File: src/rtl/uart_arb_pkg.sv
// rtl/uart_arb_pkg.sv - shared state encoding and width helpers for the UART transmit arbiter
package uart_arb_pkg;

  typedef enum logic [1:0] {
    IDLE   = 2'd0,
    LAUNCH = 2'd1,
    BUSY   = 2'd2,
    GAP    = 2'd3
  } arb_state_e;

  localparam int BYTE_W = 8;

  function automatic int clog2(input int value);
    int r;
    r = 0;
    while ((1 << r) < value) r++;
    return r;
  endfunction

  function automatic int frame_w(input int bytes);
    return bytes * BYTE_W;
  endfunction

endpackage

File: src/rtl/rr_pick.sv
// rtl/rr_pick.sv - combinational round-robin picker: first set request at or after ptr, wrapping
module rr_pick #(
  parameter int N_REQ = 3,
  parameter int ID_W  = 2
) (
  input  logic [N_REQ-1:0] req,
  input  logic [ID_W-1:0]  ptr,
  output logic             any,
  output logic [ID_W-1:0]  winner
);

  logic [2*N_REQ-1:0] masked;

  // Lower copy masked below ptr; the upper copy supplies the wrap-around candidates.
  always_comb begin
    masked = {req, req};
    for (int j = 0; j < N_REQ; j++) begin
      if (j < int'(ptr)) masked[j] = 1'b0;
    end
    winner = '0;
    for (int j = 2*N_REQ-1; j >= 0; j--) begin
      if (masked[j]) winner = (j >= N_REQ) ? ID_W'(j - N_REQ) : ID_W'(j);
    end
  end

  assign any = |req;

endmodule

File: src/rtl/uart_tx_arbiter.sv
// rtl/uart_tx_arbiter.sv - round-robin sharing of one multi-byte UART transmitter with gap and watchdog
module uart_tx_arbiter
  import uart_arb_pkg::*;
#(
  parameter  int N_REQ          = 3,
  parameter  int BYTES          = 4,
  parameter  int GAP_CYCLES     = 16,
  parameter  int TIMEOUT_CYCLES = 2_000_000,
  localparam int ID_W           = (clog2(N_REQ) > 1) ? clog2(N_REQ) : 1,
  localparam int FRAME_W        = frame_w(BYTES)
) (
  input  logic                       sys_clk,
  input  logic                       sys_rst,
  input  logic [N_REQ-1:0]           req,
  input  logic [N_REQ*FRAME_W-1:0]   req_data,
  output logic [N_REQ-1:0]           ack,
  output logic                       busy,
  output logic [ID_W-1:0]            grant_id,
  output logic                       timeout_err,
  output logic [FRAME_W-1:0]         uart_bytes_data,
  output logic                       uart_bytes_en,
  input  logic                       uart_bytes_done
);

  localparam int GCW = (clog2(GAP_CYCLES) > 1) ? clog2(GAP_CYCLES) : 1;
  localparam int TCW = (clog2(TIMEOUT_CYCLES) > 1) ? clog2(TIMEOUT_CYCLES) : 1;

  arb_state_e         state_q, state_d;
  logic [ID_W-1:0]    ptr_q, ptr_d;
  logic [ID_W-1:0]    grant_id_q, grant_id_d;
  logic [FRAME_W-1:0] data_q, data_d;
  logic [N_REQ-1:0]   ack_q, ack_d;
  logic               err_q, err_d;
  logic [GCW-1:0]     gap_cnt_q, gap_cnt_d;
  logic [TCW-1:0]     tmo_cnt_q, tmo_cnt_d;
  logic               pick_any;
  logic [ID_W-1:0]    pick_id;

  rr_pick #(
    .N_REQ (N_REQ),
    .ID_W  (ID_W)
  ) u_pick (
    .req    (req),
    .ptr    (ptr_q),
    .any    (pick_any),
    .winner (pick_id)
  );

  always_comb begin
    state_d    = state_q;
    ptr_d      = ptr_q;
    grant_id_d = grant_id_q;
    data_d     = data_q;
    ack_d      = '0;
    err_d      = 1'b0;
    gap_cnt_d  = gap_cnt_q;
    tmo_cnt_d  = tmo_cnt_q;
    unique case (state_q)
      IDLE: begin
        if (pick_any) begin
          state_d    = LAUNCH;
          grant_id_d = pick_id;
          data_d     = req_data[pick_id*FRAME_W +: FRAME_W];
          ptr_d      = (pick_id == ID_W'(N_REQ-1)) ? '0 : pick_id + 1'b1;
        end
      end
      LAUNCH: begin
        state_d   = BUSY;
        tmo_cnt_d = '0;
      end
      BUSY: begin
        // A done arriving on the terminal count still completes the frame normally.
        if (uart_bytes_done || (tmo_cnt_q == TCW'(TIMEOUT_CYCLES-1))) begin
          if (uart_bytes_done) begin
            for (int i = 0; i < N_REQ; i++) ack_d[i] = (ID_W'(i) == grant_id_q);
          end else begin
            err_d = 1'b1;
          end
          state_d   = (GAP_CYCLES == 0) ? IDLE : GAP;
          gap_cnt_d = '0;
        end else begin
          tmo_cnt_d = tmo_cnt_q + 1'b1;
        end
      end
      GAP: begin
        if (gap_cnt_q == GCW'(GAP_CYCLES-1)) state_d = IDLE;
        else gap_cnt_d = gap_cnt_q + 1'b1;
      end
      default: state_d = IDLE;
    endcase
  end

  always_ff @(posedge sys_clk) begin
    if (sys_rst) begin
      state_q    <= IDLE;
      ptr_q      <= '0;
      grant_id_q <= '0;
      data_q     <= '0;
      ack_q      <= '0;
      err_q      <= 1'b0;
      gap_cnt_q  <= '0;
      tmo_cnt_q  <= '0;
    end else begin
      state_q    <= state_d;
      ptr_q      <= ptr_d;
      grant_id_q <= grant_id_d;
      data_q     <= data_d;
      ack_q      <= ack_d;
      err_q      <= err_d;
      gap_cnt_q  <= gap_cnt_d;
      tmo_cnt_q  <= tmo_cnt_d;
    end
  end

  assign busy            = (state_q != IDLE);
  assign uart_bytes_en   = (state_q == LAUNCH);
  assign ack             = ack_q;
  assign timeout_err     = err_q;
  assign grant_id        = grant_id_q;
  assign uart_bytes_data = data_q;

endmodule

File: config.mk
export PLATFORM = sky130hd
export DESIGN_NAME = uart_tx_arbiter
export DESIGN_NICKNAME = d
export VERILOG_FILES = /design/src/rtl/uart_arb_pkg.sv /design/src/rtl/rr_pick.sv /design/src/rtl/uart_tx_arbiter.sv
export SDC_FILE = /design/constraint.sdc
export NUM_CORES = 1
export LEC_CHECK = 0
export BUFFER_PORTS_ARGS = -buffer_cell sky130_fd_sc_hd__clkbuf_2
export CAP_MARGIN = 15
export CORE_MARGIN = 1.5
export CORE_UTILIZATION = 23
export CTS_CLUSTER_SIZE = 25
export DETAILED_ROUTE_END_ITERATION = 16
export PLACE_DENSITY = 0.45
export SYNTH_ARGS = -nofsm -noshare
export SYNTH_HDL_FRONTEND = slang
export SYNTH_SLANG_ARGS = --single-unit
File: constraint.sdc
create_clock -name sys_clk -period 1.9 [get_ports sys_clk]
set_input_delay 0.285 -clock sys_clk [delete_from_list [all_inputs] [get_ports sys_clk]]
set_output_delay 0.285 -clock sys_clk [all_outputs]
set_load 0.02 [all_outputs]
==> results of run 1 <==
==> repair_timing <==
| item | in CTS | in global routing |
|---|---|---|
| setup endpoints to repair | 11 | 16 |
| endpoints found under the hold margin | 0 | 0 |
| gates resized for setup | 1 | 9 |
| pin swaps | 2 | 1 |
| gates cloned | 0 | 0 |
==> sequential cells by signal, summed over array words and instances (netlist names) <==
signal and cells:
ptr_q 2, uart_bytes_data 32, tmo_cnt_q 21, ack 3
gap_cnt_q 4, timeout_err 1, grant_id 2, state_q 2
==> cells by family after synthesis <==
family	synth area share
flip-flops	0.3976
buffers and inverters	0.04339
AND/OR/NAND/NOR	0.1643
adder cells (fa/ha/maj)	0.02522
XOR/XNOR	0.002597
AO/OA/AOI/OAI	0.2659
multiplexers	0.1009
==> worst paths after layout <==
| kind | endpoint | start | cells past startpoint |
|---|---|---|---|
| min | uart_bytes_data[7]$_SDFFE_PP0P_ | req_data[7] | 3 |
| max | state_q[1]$_SDFFE_PP0P_ | tmo_cnt_q[9]$_SDFFE_PP0P_ | 5 |
| max reg2reg | state_q[1]$_SDFFE_PP0P_ | tmo_cnt_q[9]$_SDFFE_PP0P_ | 5 |
| min reg2reg | tmo_cnt_q[4]$_SDFFE_PP0P_ | tmo_cnt_q[4]$_SDFFE_PP0P_ | 1 |
==> power groups by stage <==
stage | Combinational, mW | Sequential, mW | Clock [mW]
after global routing | 2.35 | 1.90 | 1.64
final | 2.15 | 1.86 | 1.53
after CTS | 2.17 | 1.86 | 1.58
after detailed placement | 2.14 | 1.88 | 0
after global placement | 2.13 | 1.89 | 0
after floorplan | 1.04 | 2.16 | 0
==> critical path: stages (launching register included) <==
cell and delay [ps]:
dfxtp_2 320, or4b_4 520, or4_4 470, o21a_4 250, a211oi_4 180, mux2i_1 190
==> Yosys cell counts, types with 2 or more instances <==
| cell type | instances |
|---|---|
| buf_2 | 3 |
| o31ai_1 | 3 |
| a31oi_1 | 9 |
| a311oi_1 | 4 |
| nor3b_1 | 3 |
| nand4_1 | 9 |
| dfxtp_1 | 67 |
| clkbuf_1 | 20 |
| nor4b_1 | 2 |
| nor2_1 | 20 |
| o22ai_1 | 35 |
| a22oi_1 | 34 |
| nand2_1 | 15 |
| nor2b_1 | 3 |
| buf_1 | 3 |
| inv_1 | 12 |
| a21oi_1 | 19 |
| nor3_1 | 9 |
| o21a_1 | 3 |
| nand3b_1 | 3 |
| mux2i_1 | 34 |
| o311ai_0 | 3 |
| o21ai_0 | 18 |
| nand3_1 | 5 |
| nor4_1 | 5 |
| nand2b_1 | 10 |
| ha_1 | 6 |
| or3_1 | 3 |
| nand4b_1 | 2 |
==> metal layers <==
metal,wire length (µm),track usage,up-vias,part of all wire
met1,4868,0.1781,1744,0.44
met3,719,0.03709,4,0.065
met4,57,0.04688,0,0.0051
li1,-,-,1813,-
met2,5476,0.2503,135,0.49
met5,0,0,-,0
==> through the flow <==
stage                 util  setup WS [ps]  cells  setup TNS (ps)  hold slack [ps]
finish              0.3365         -102.9    738          -542.0            244.8
global route        0.3365         -181.4    738           -1658            258.5
CTS                 0.3341         -100.5    738          -565.6            230.1
detailed placement  0.3148         -124.0    722          -464.9            482.2
global placement    0.3148         -85.10    722          -170.4            471.4
floorplan                -         -52.66    381          -210.0            454.5
==> area by class of cell <==
cell class | instances | area, µm²
fill | 1548 | 9570
multi-input combinational | 276 | 1942
sequential | 67 | 1344
timing repair buffer | 183 | 1021
clock buffer | 11 | 242.7
tap | 184 | 230.2
inverter | 12 | 45.04
clock inverter | 5 | 28.78
==> summary.txt, run 1 <==
Status
  – Outcome: finished with violations
  – Failing checks: negative setup slack

Power
  – Power Density: 1139 nW/µm²
  – Int Power: 3.413 mW
  – Post-route total power: 5.530 mW
  – Peak supply drop: 0.0005608 V
  – Clock power frac: 0.276
  – Leakage: 2.169 nW
  – Psw: 2.118 mW
  – Sw Ratio: 0.3829
  – Comb power frac: 0.388
  – Sequential group share of total power: 0.336

Global route
  – Vias in the first global route: 3627
  – First-pass GRT wire length: 17.59 mm
  – Largest net degree at the start of global routing: 34
  – Initial antenna violation count: 0
  – GR Overflow Total: 0
  – Total GRT Usage: 0.1459

Logic synthesis
  – Seq/Total Area, Yosys: 0.3976
  – Syn_area_per_cell: 8.854 µm²
  – Leading area contributor after synthesis: dfxtp_1
  – Ys async rst share: 0
  – Number of synthesized register bits: 67
  – Post-synth EDFFs: 0
  – Yosys warns: 0
  – Synth Instances: 381
  – Yosys cell types: 48
  – Yosys top cell area share: 0.3976
  – Synthesized area: 3373 µm²
  – Synth Net Count: 489
  – Top FF cell, synth: dfxtp_1
  – Top post-synthesis cells by area: dfxtp_1 (40%), mux2i_1 (10%), a22oi_1 (7.6%)

Critical path
  – Worst-path fanout max: 5
  – R2R setup slack: -100 ps
  – CP required: 2160 ps
  – Worst EP arrival: 2260 ps
  – Setup CP Type: reg2reg
  – Setup crit end kind: flop
  – Setup crit start kind: flop

Timing
  – RSZ-0062 raised after global routing: yes
  – Worst Slack Setup Final: -102.9 ps
  – Final Hold Fails: 0
  – Worst clock skew: 10.80 ps
  – Setup violations, final: 12
  – Worst-Margin Slew: 641.0 ps
  – Slew Viols, Final: 0
  – Relative slew margins: 0.5707
  – Post-layout min period: 2003 ps
  – F_max: 499.3 MHz
  – Period utilization: 1.054

Drt
  – Antenna Nets Post-Route: 0
  – Vias per Instance: 5.008
  – Via count: 3696
  – Routed WL: 11.12 mm
  – Wirelength per Cell: 15.07 µm
  – Initial DRT Pass Iterations: 4
  – Starting DRC count in detailed routing: 161
  – # DRC: 0

Clock network
  – CTS max path bufs: 2
  – Worst skew pair latency: 330 ps
  – Post-CTS Setup Repair Bufs: 0
  – Sink Count: 67
  – CTS tree: done
  – CTS hold repair buffers: 0
  – Num CTS Buffers: 9
  – Clock root cell: clkbuf_16
  – Clk slew on worst S/H paths: 60 ps
  – H-tree depth: 3

Placed design
  – Dpl cell area: 4541 µm²
  – GPL Wtd Cong: 0.7801
  – HPWL after DPL: 8.332 mm
  – IO buf count: 141

Floorplan
  – Chip width: 124.1 µm
  – Rows: 44
  – Chip height: 124.1 µm
  – Die Area: 15400 µm²
  – Initial core utilization: 0.2339
  – # IOs: 142
  – Core area: 14420 µm²

Final layout
  – Layout cells sized above 1: 0.3827
  – Post-route cell area: 4853 µm²
  – Fin nets: 657
  – Layout area overhead: 43.88%
  – Most common cell after layout, fill and taps aside: clkbuf_2
  – Most frequent cells in the layout: clkbuf_2 (141), dfxtp_1 (65), buf_4 (42)
  – Antenna cells: 0

Flow run
  – Number of max-cap violations: 0

Min path
  – Hold Path Class: in2reg
(Power assumes the default switching activity.)
==> inputs of run 2 (changes only) <==
- GPL_TIMING_DRIVEN: default -> 0
==> run 2 against run 1 <==
- the flow still finishes with violations (negative setup slack)
- combinational power barely moved
- first-iteration DRC count fell by 3.7%
- count of clock-buffer cells in the layout fell by 1
==> summary.txt, run 2 (synthesis gave the netlist of run 1 again) <==
Status
  – Outcome: finished with violations
  – Failing checks: negative setup slack

Floorplan
  – Chip height: 124.1 µm (unchanged)
  – Initial core utilization: 0.2339 (unchanged)
  – # IOs: 142 (unchanged)
  – Die Area: 15400 µm² (unchanged)
  – Rows: 44 (unchanged)
  – Core area: 14420 µm² (unchanged)
  – Chip width: 124.1 µm (unchanged)

Drt
  – Via count: 3682 (-0.38%)
  – Wirelength per Cell: 16.09 µm (+6.8%)
  – Antenna Nets Post-Route: 0 (unchanged)
  – # DRC: 0 (unchanged)
  – Routed WL: 11.81 mm (+6.2%)
  – Initial DRT Pass Iterations: 4 (unchanged)
  – Vias per Instance: 5.016 (+0.16%)
  – Starting DRC count in detailed routing: 155 (-3.7%)

Timing
  – Worst Slack Setup Final: -150.8 ps (-47.96 ps)
  – Post-layout min period: 2051 ps (+47.96 ps)
  – Final Hold Fails: 0 (unchanged)
  – Worst clock skew: 6.448 ps (-4.355 ps)
  – F_max: 487.6 MHz (-2.3%)
  – Period utilization: 1.079 (+0.02524)
  – Sum Neg Setup Slack: -1349 ps (-807.2 ps)
  – WHS: 227.1 ps (-17.76 ps)
  – Worst-Margin Slew: 678.9 ps (+37.93 ps)
  – Relative slew margins: 0.5453 (-0.02541)
  – RSZ-0062 raised after global routing: yes
  – Setup violations, final: 14 (+2)
  – Slew Viols, Final: 0 (unchanged)

Global route
  – Largest net degree at the start of global routing: 12 (-65%)
  – Vias in the first global route: 3557 (-1.9%)
  – Initial antenna violation count: 0 (unchanged)
  – Total GRT Usage: 0.1559 (+0.009973)
  – First-pass GRT wire length: 18.35 mm (+4.3%)
  – GR Overflow Total: 0 (unchanged)

Clock network
  – Clk slew on worst S/H paths: 60 ps (about the same)
  – Num CTS Buffers: 9 (unchanged)
  – H-tree depth: 3 (unchanged)
  – Worst skew pair latency: 340 ps (about the same)
  – Sink Count: 67 (unchanged)
  – Clock root cell: clkbuf_16
  – CTS tree: done
  – CTS hold repair buffers: 0 (unchanged)
  – CTS max path bufs: 2 (unchanged)

Final layout
  – Antenna cells: 0 (unchanged)
  – Most frequent cells in the layout: clkbuf_2 (149), dfxtp_1 (61), a22oi_1 (34), mux2i_1 (34), o22ai_1 (33)
  – Max reg flops: 32 (unchanged)
  – Layout cells sized above 1: 0.3964 (+0.01369)
  – Most common cell after layout, fill and taps aside: clkbuf_2
  – Layout area overhead: 45.59%
  – Post-route cell area: 4911 µm² (+1.2%)
  – Fin nets: 654 (-0.46%)

Critical path
  – RR Endpoint: state_q[1]$_SDFFE_PP0P_
  – Setup CP Type: reg2reg
  – Worst EP arrival: 2310 ps (+50 ps)
  – Top delay family on crit path: simple AND/OR/NAND/NOR gates
  – CP Cell Sequence: or4b_1 > or4_4 > o21a_4 > a211oi_4 > mux2i_1
  – Critical Path Start: tmo_cnt_q[12]$_SDFFE_PP0P_
  – Setup crit start kind: flop
  – Slowest-stage cell, CP: or4b_1
  – R2R setup slack: -150 ps (-50 ps)
  – CP endpoint: state_q[1]$_SDFFE_PP0P_
  – CP Buf/Inv Count: 0 (unchanged)
  – Setup crit end kind: flop
  – R2r worst-path depth: 5 (unchanged)
  – CP max stage delay: 480 ps (-40 ps)
  – CP required: 2160 ps (about the same)
  – Levels on crit path: 5 (unchanged)
  – FF-to-FF Start: tmo_cnt_q[12]$_SDFFE_PP0P_
  – Worst-path fanout max: 5 (unchanged)

Placed design
  – Post-placement setup slack: -390.8 ps (-266.8 ps)
  – Dpl cell area: 4310 µm² (-5.1%)
  – IO buf count: 140 (-0.71%)
  – GPL Wtd Cong: 0.8123 (+4.1%)
  – HPWL after DPL: 8.801 mm (+5.6%)

Min path
  – Hold Path Class: in2reg

Power
  – Post-route total power: 5.832 mW (+5.5%)
  – Power Density: 1188 nW/µm² (+4.2%)
  – Leakage: 2.147 nW (-0.99%)
  – Peak supply drop: 0.0005080 V (-9.4%)

Flow run
  – Number of max-cap violations: 0 (unchanged)
## run 2: final cells by class
type,instances,area (µm²)
timing repair buffer,155,824.5
clock buffer,10,239.0
clock inverter,5,77.57
multi-input combinational,276,2024
tap,184,230.2
fill,1582,9513
sequential,67,1349
buffer,25,121.4
inverter,12,45.04
## run 2: repair_timing
action                     CTS  global route
buffers inserted            12             3
setup endpoints to repair   52            58
resized for setup           40            22
pin swaps                   14             5
## run 2: worst min-delay path: cells and delay by family
| kind | cells | cell delay (ps) |
|---|---|---|
| AO/OA/AOI/OAI | 1 | 110 |
| multiplexers | 1 | 50 |
| buffers and inverters | 1 | 70 |
## run 2: how the worst min path moves through the flow
stage / start / endpoint / slack [ps] / cells after the start
after detailed placement: tmo_cnt_q[6]$_SDFFE_PP0P_ / tmo_cnt_q[6]$_SDFFE_PP0P_ / 490 / 2
after floorplan: tmo_cnt_q[6]$_SDFFE_PP0P_ / tmo_cnt_q[6]$_SDFFE_PP0P_ / 450 / 2
final: req_data[81] / uart_bytes_data[17]$_SDFFE_PP0P_ / 230 / 3
after CTS: req_data[77] / uart_bytes_data[13]$_SDFFE_PP0P_ / 210 / 3
after global routing: req_data[77] / uart_bytes_data[13]$_SDFFE_PP0P_ / 240 / 3
after global placement: tmo_cnt_q[6]$_SDFFE_PP0P_ / tmo_cnt_q[6]$_SDFFE_PP0P_ / 480 / 2
## run 2: per-layer routing
layer / global-route usage / wire, µm / vias up
met5: 0 / 0 / -
met4: 0.07031 / 197 / 0
met3: 0.04396 / 843 / 12
met2: 0.2582 / 5632 / 146
met1: 0.1872 / 5135 / 1723
li1: - / - / 1801
## run 2: power by group
part	total [mW]	internal [mW]	leakage (nW)	switching [mW]
clock network	1.81	1.17	0.154	0.643
registers	1.87	1.68	0.550	0.185
logic	2.15	0.783	1.44	1.37
## run 2: metrics by stage
stage	std cells	utilization
floorplan	381	-
global placement	705	0.2988
detailed placement	705	0.2988
CTS	731	0.3347
global route	734	0.3405
finish	734	0.3405
